[config.mk]
export PLATFORM = sky130hd
export DESIGN_NAME = z80_im2_irq_ctrl
export DESIGN_NICKNAME = d
export VERILOG_FILES = /design/src/rtl/z80_im2_irq_ctrl.sv
export SDC_FILE = /design/constraint.sdc
export NUM_CORES = 1
export LEC_CHECK = 0
export BUFFER_PORTS_ARGS = -buffer_cell sky130_fd_sc_hd__buf_2
export CORE_MARGIN = 2
export CORE_UTILIZATION = 40
export CTS_BUF_LIST = sky130_fd_sc_hd__clkbuf_4 sky130_fd_sc_hd__clkbuf_8
export CTS_CLUSTER_SIZE = 14
export DETAILED_ROUTE_END_ITERATION = 16
export GPL_TIMING_DRIVEN = 0
export PLACE_DENSITY = 0.76
export SYNTH_ARGS = -nofsm -noshare
export SYNTH_HDL_FRONTEND = slang
export SYNTH_SLANG_ARGS = --single-unit
[constraint.sdc]
create_clock -name clk_sys -period 2.1 [get_ports clk_sys]
set_input_delay 0.315 -clock clk_sys [delete_from_list [all_inputs] [get_ports clk_sys]]
set_output_delay 0.315 -clock clk_sys [all_outputs]
set_load 0.02 [all_outputs]
[src/rtl/z80_im2_irq_ctrl.sv]
// z80_im2_irq_ctrl: Z80 interrupt-mode-2 responder.
// Latches falling-edge requests from up to NUM_SRC sources and drives int_n.
// On an acknowledge cycle (M1 and IORQ), it presents the vector of the
// lowest-index enabled pending source on a dedicated byte path.
module z80_im2_irq_ctrl #(
    parameter int unsigned NUM_SRC    = 4,
    parameter logic [7:0]  VEC_BASE   = 8'h92,
    parameter int unsigned VEC_STRIDE = 2,
    parameter logic [7:0]  SPUR_VEC   = 8'hFF
) (
    input  logic               clk_sys,
    input  logic               reset_n,
    input  logic [NUM_SRC-1:0] irq_n,
    input  logic [NUM_SRC-1:0] irq_en,
    input  logic [NUM_SRC-1:0] clr_pend,
    input  logic               cpu_m1,
    input  logic               cpu_io,
    output logic               int_n,
    output logic [7:0]         vec_dout,
    output logic               vec_oe,
    output logic [NUM_SRC-1:0] pending,
    output logic [2:0]         ack_src
);

    typedef enum logic [1:0] {
        ST_IDLE = 2'd0,
        ST_ACK  = 2'd1,
        ST_HOLD = 2'd2
    } state_t;

    // Vector byte for a source index; the sum wraps modulo 256.
    function automatic logic [7:0] src_vec(input logic [2:0] idx);
        logic [15:0] prod;
        prod = 16'(idx) * 16'(VEC_STRIDE);
        return VEC_BASE + prod[7:0];
    endfunction

    state_t             state_r;
    state_t             state_nxt_s;
    logic [NUM_SRC-1:0] irq_cur_r;
    logic [NUM_SRC-1:0] irq_prev_r;
    logic [NUM_SRC-1:0] pending_r;
    logic [NUM_SRC-1:0] pending_nxt_s;
    logic [NUM_SRC-1:0] fall_s;
    logic [NUM_SRC-1:0] cand_s;
    logic [NUM_SRC-1:0] ack_clr_s;
    logic               req_s;
    logic               ack_s;
    logic               load_s;
    logic               take_s;
    logic               win_found_s;
    logic [2:0]         win_idx_s;
    logic               int_n_r;
    logic               int_n_nxt_s;
    logic               vec_oe_r;
    logic               vec_oe_nxt_s;
    logic [7:0]         vec_dout_r;
    logic [7:0]         vec_nxt_s;
    logic [2:0]         ack_src_r;
    logic [2:0]         src_nxt_s;

    assign fall_s = irq_prev_r & ~irq_cur_r;
    assign cand_s = pending_r & irq_en;
    assign req_s  = |cand_s;
    assign ack_s  = cpu_m1 & cpu_io;
    assign load_s = (state_r == ST_IDLE) & ack_s;
    assign take_s = load_s & win_found_s;

    // Priority encoder: lowest-index enabled pending source wins.
    always_comb begin
        win_found_s = 1'b0;
        win_idx_s   = 3'd0;
        for (int i = int'(NUM_SRC) - 1; i >= 0; i--) begin
            win_idx_s   = cand_s[i] ? 3'(i) : win_idx_s;
            win_found_s = win_found_s | cand_s[i];
        end
    end

    // Pending update: clears from ack or clr_pend, a new edge always wins.
    always_comb begin
        ack_clr_s = {NUM_SRC{1'b0}};
        for (int i = 0; i < int'(NUM_SRC); i++) begin
            ack_clr_s[i] = take_s & (win_idx_s == 3'(i));
        end
        pending_nxt_s = (pending_r & ~(clr_pend | ack_clr_s)) | fall_s;
    end

    // Edge-detect history and pending request latches.
    always_ff @(posedge clk_sys or negedge reset_n) begin
        if (!reset_n) begin
            irq_cur_r  <= {NUM_SRC{1'b1}};
            irq_prev_r <= {NUM_SRC{1'b1}};
            pending_r  <= {NUM_SRC{1'b0}};
        end else begin
            irq_cur_r  <= irq_n;
            irq_prev_r <= irq_cur_r;
            pending_r  <= pending_nxt_s;
        end
    end

    // Acknowledge state register.
    always_ff @(posedge clk_sys or negedge reset_n) begin
        if (!reset_n) begin
            state_r <= ST_IDLE;
        end else begin
            state_r <= state_nxt_s;
        end
    end

    // Next-state logic: IDLE -> ACK on ack, ACK -> HOLD when ack drops, HOLD -> IDLE.
    always_comb begin
        state_nxt_s = state_r;
        case (state_r)
            ST_IDLE: begin
                if (ack_s) begin
                    state_nxt_s = ST_ACK;
                end else begin
                    state_nxt_s = ST_IDLE;
                end
            end
            ST_ACK: begin
                if (ack_s) begin
                    state_nxt_s = ST_ACK;
                end else begin
                    state_nxt_s = ST_HOLD;
                end
            end
            ST_HOLD: state_nxt_s = ST_IDLE;
            default: state_nxt_s = ST_IDLE;
        endcase
    end

    // Output next values; int_n is only allowed low when the FSM will be idle,
    // so the HOLD cycle always presents a deasserted request.
    always_comb begin
        vec_oe_nxt_s = (state_nxt_s == ST_ACK);
        int_n_nxt_s  = (state_nxt_s == ST_IDLE) ? ~req_s : 1'b1;
        vec_nxt_s    = load_s ? (win_found_s ? src_vec(win_idx_s) : SPUR_VEC) : vec_dout_r;
        src_nxt_s    = take_s ? win_idx_s : ack_src_r;
    end

    // Registered outputs.
    always_ff @(posedge clk_sys or negedge reset_n) begin
        if (!reset_n) begin
            int_n_r    <= 1'b1;
            vec_oe_r   <= 1'b0;
            vec_dout_r <= 8'h00;
            ack_src_r  <= 3'd0;
        end else begin
            int_n_r    <= int_n_nxt_s;
            vec_oe_r   <= vec_oe_nxt_s;
            vec_dout_r <= vec_nxt_s;
            ack_src_r  <= src_nxt_s;
        end
    end

    assign int_n    = int_n_r;
    assign vec_oe   = vec_oe_r;
    assign vec_dout = vec_dout_r;
    assign ack_src  = ack_src_r;
    assign pending  = pending_r;

endmodule

==> reports/qor.yml <==
status: "complete, no violations"
ir_worst_vdd_v: 0.0005481
p_sw_share_pct: 32.42
portBuffers: 31
cp-end-kind: "register"
synthTopCellsByArea: "dfrtp_1 36%, dfstp_2 24%, ha_1 5.1%"
crit_fanout: 5
synth_area_per_cell_um2: 12.31
drc: 0
core_um2: 2255
grt_pass1_wl_um: 3132
die_x_um: 53.30
cts_tree: "done"
timing.final.crit_share_pct: 73.21
dpl.hpwl_um: 1452
required_ns: 2.29
drt_pass1_iterations: 4
ant_nets: 0
drt_iter0_drc: 6
power.internal_uw: 738.8
reg2reg_from: "pending[1]"
io_pins: 33
ctsHoldBuffers: 1
synth_edf_count: 0
synth.cell_area_um2: 972.2
combPwrFrac_pct: 29.9
syn_inst: 79
nets: 136
cts-resized-gates: 0
gr-total-overflow: 0
min-delay-start: "irq_n[1]"
power_per_cell_area_nw_per_um2: 909.2
routed_via_density: 5.098
grt_max_degree: 24
placed_cells: 138
cts_max_level: 1
gp_congestion: 0.8005
drt_wl_total_um: 1826
synthArstFlopShare_pct: 100.0
synth-warning-count: 0
root_buffer: "clkbuf_4"
hold_path_depth: 1
reg2reg_depth: 6
setup_viol: 0
use_met1_pct: 18.36
pwr-share-clk_pct: 19.0
die_h_um: 53.30
cts_buffers: 3
synth_seq_cells: 23
synth_common_cells: "14 x dfrtp_1, 9 x dfstp_2, 6 x nand2_1"
cts_sinks: 23
crit_end: "pending[3]"
yosysTopAreaCell: "dfrtp_1"
finClkSkew_ns: 0.0006900
grt_use_total_pct: 15.56
drive_above_1_share_pct: 43.48
p_leak_nw: 0.5984
ys_seq_area_share_pct: 60.36
synth_ff_type: "dfrtp_1"
antenna_cells: 0
rsz0062_at_grt: "no"
clock_latency_ns: 0.31
antenna_found_initial: 0
wl_per_cell_um: 12.77
pwr-share-seq_pct: 51.0
critPathKind: "register to register"
reg2reg_setup_slack_ns: 0.56
drv_slew: 0
clkSlewWorstSetupHoldPaths_ns: 0.11
grt.met3_usage_pct: 5.367
grt_pass1_vias: 733
fp.dieArea_um2: 2841
hold_path_class: "input port to register"
drv_cap: 0
busiest_layer: "met2"
instances_no_fill: 143
cts_setup_buffers: 0
yosysMostFrequentCell: "dfrtp_1"
vias: 729
fmax_mhz: 650.5
use_met2_pct: 26.34
tns_ns: 0
initial_core_util_pct: 43.12
synth_cell_type_count: 24
clockBufferDepth: 2
power.switching_uw: 354.5
rows: 17
worstPathArrival_ns: 1.73
timing.rr.end: "pending[3]"
synthesis.nets: 99
finalHoldViolCount: 0
critPathLaunchType: "register"
period_minus_slack_ns: 1.537
area_delta_synth_final_pct: 23.68
synth_top_area_share_pct: 36.04
crit_start: "pending[1]"
-- worst min path at each step --
| stage | slack (ns) | end |
|---|---|---|
| 2_1_floorplan | 0.02 | ack_src[0] |
| 6_report | 0.09 | irq_cur_r[1] |
| 4_1_cts | 0.08 | irq_cur_r[1] |
| 5_1_grt | 0.07 | irq_cur_r[3] |
| 3_3_place_gp | 0.30 | vec_oe |
| 3_5_place_dp | 0.31 | vec_oe |
-- metal layers --
layer / part of all wire [%] / routed length (um) / vias up
met3: 9.8 / 179 / 2
met4: 0.77 / 14 / 0
met1: 40 / 736 / 348
met5: 0 / 0 / -
met2: 49 / 895 / 31
li1: - / - / 348
-- cells in the final DEF (no fill, tap or decap), types with 2 or more instances in the layout --
master and instances:
a21oi_1 3, a22o_1 2, a22oi_1 2, a2bb2oi_1 4
a32o_1 2, buf_2 31, buf_4 5, clkbuf_4 4
dfrtp_1 14, dfstp_2 9, ha_1 4, inv_1 5
nand2_1 6, nand2b_1 5, nor2_1 3, o21ai_0 4
o22a_1 2
-- cells by family after synthesis --
kind of cell,synth area share [%]
compound gates,17.63
buf+inv,5.792
fa+ha+maj,5.148
other cells,0.3857
simple gates,10.68
flops,60.36
-- final cells by class --
class	instances	area, um^2
clock buffer	4	30.03
inverter	5	18.77
fill	218	1052
sequential	23	586.8
multi-input combinational	46	329.1
buffer	5	37.54
tap	28	35.03
timing repair buffer	32	165.2
-- worst max-delay path: stages, from the launching register on --
cell and delay [ns]:
dfrtp_1 0.45, a22oi_1 0.28, nand2_1 0.15, inv_1 0.10
ha_1 0.19, a2bb2oi_1 0.16, o21ai_0 0.10
-- state kept, by name, indices dropped and copies added (netlist names) --
name,count
pending,4
int_n,1
ack_src,2
irq_prev_r,4
state_r,2
vec_oe,1
vec_dout,5
irq_cur_r,4
-- through the flow --
step	util [%]	hold WS, ns	setup WS, ns	total power, mW	instance area, um^2
after floorplan	-	0.01941	0.6190	0.7731	972.2
after global routing	53.33	0.06927	0.4001	1.173	1202
after global placement	51.55	0.2955	0.6128	0.8813	1162
final	53.33	0.08948	0.5626	1.093	1202
after detailed placement	51.55	0.3070	0.6012	0.8969	1162
after CTS	53.33	0.08188	0.5593	1.110	1202
-- power groups by stage --
stage	clock network (mW)	logic (mW)	registers (mW)
floorplan	0	0.146	0.627
detailed placement	0	0.330	0.567
CTS	0.219	0.332	0.559
global route	0.241	0.363	0.570
finish	0.208	0.327	0.558
global placement	0	0.318	0.563
Power figures use the tool's default switching activity.
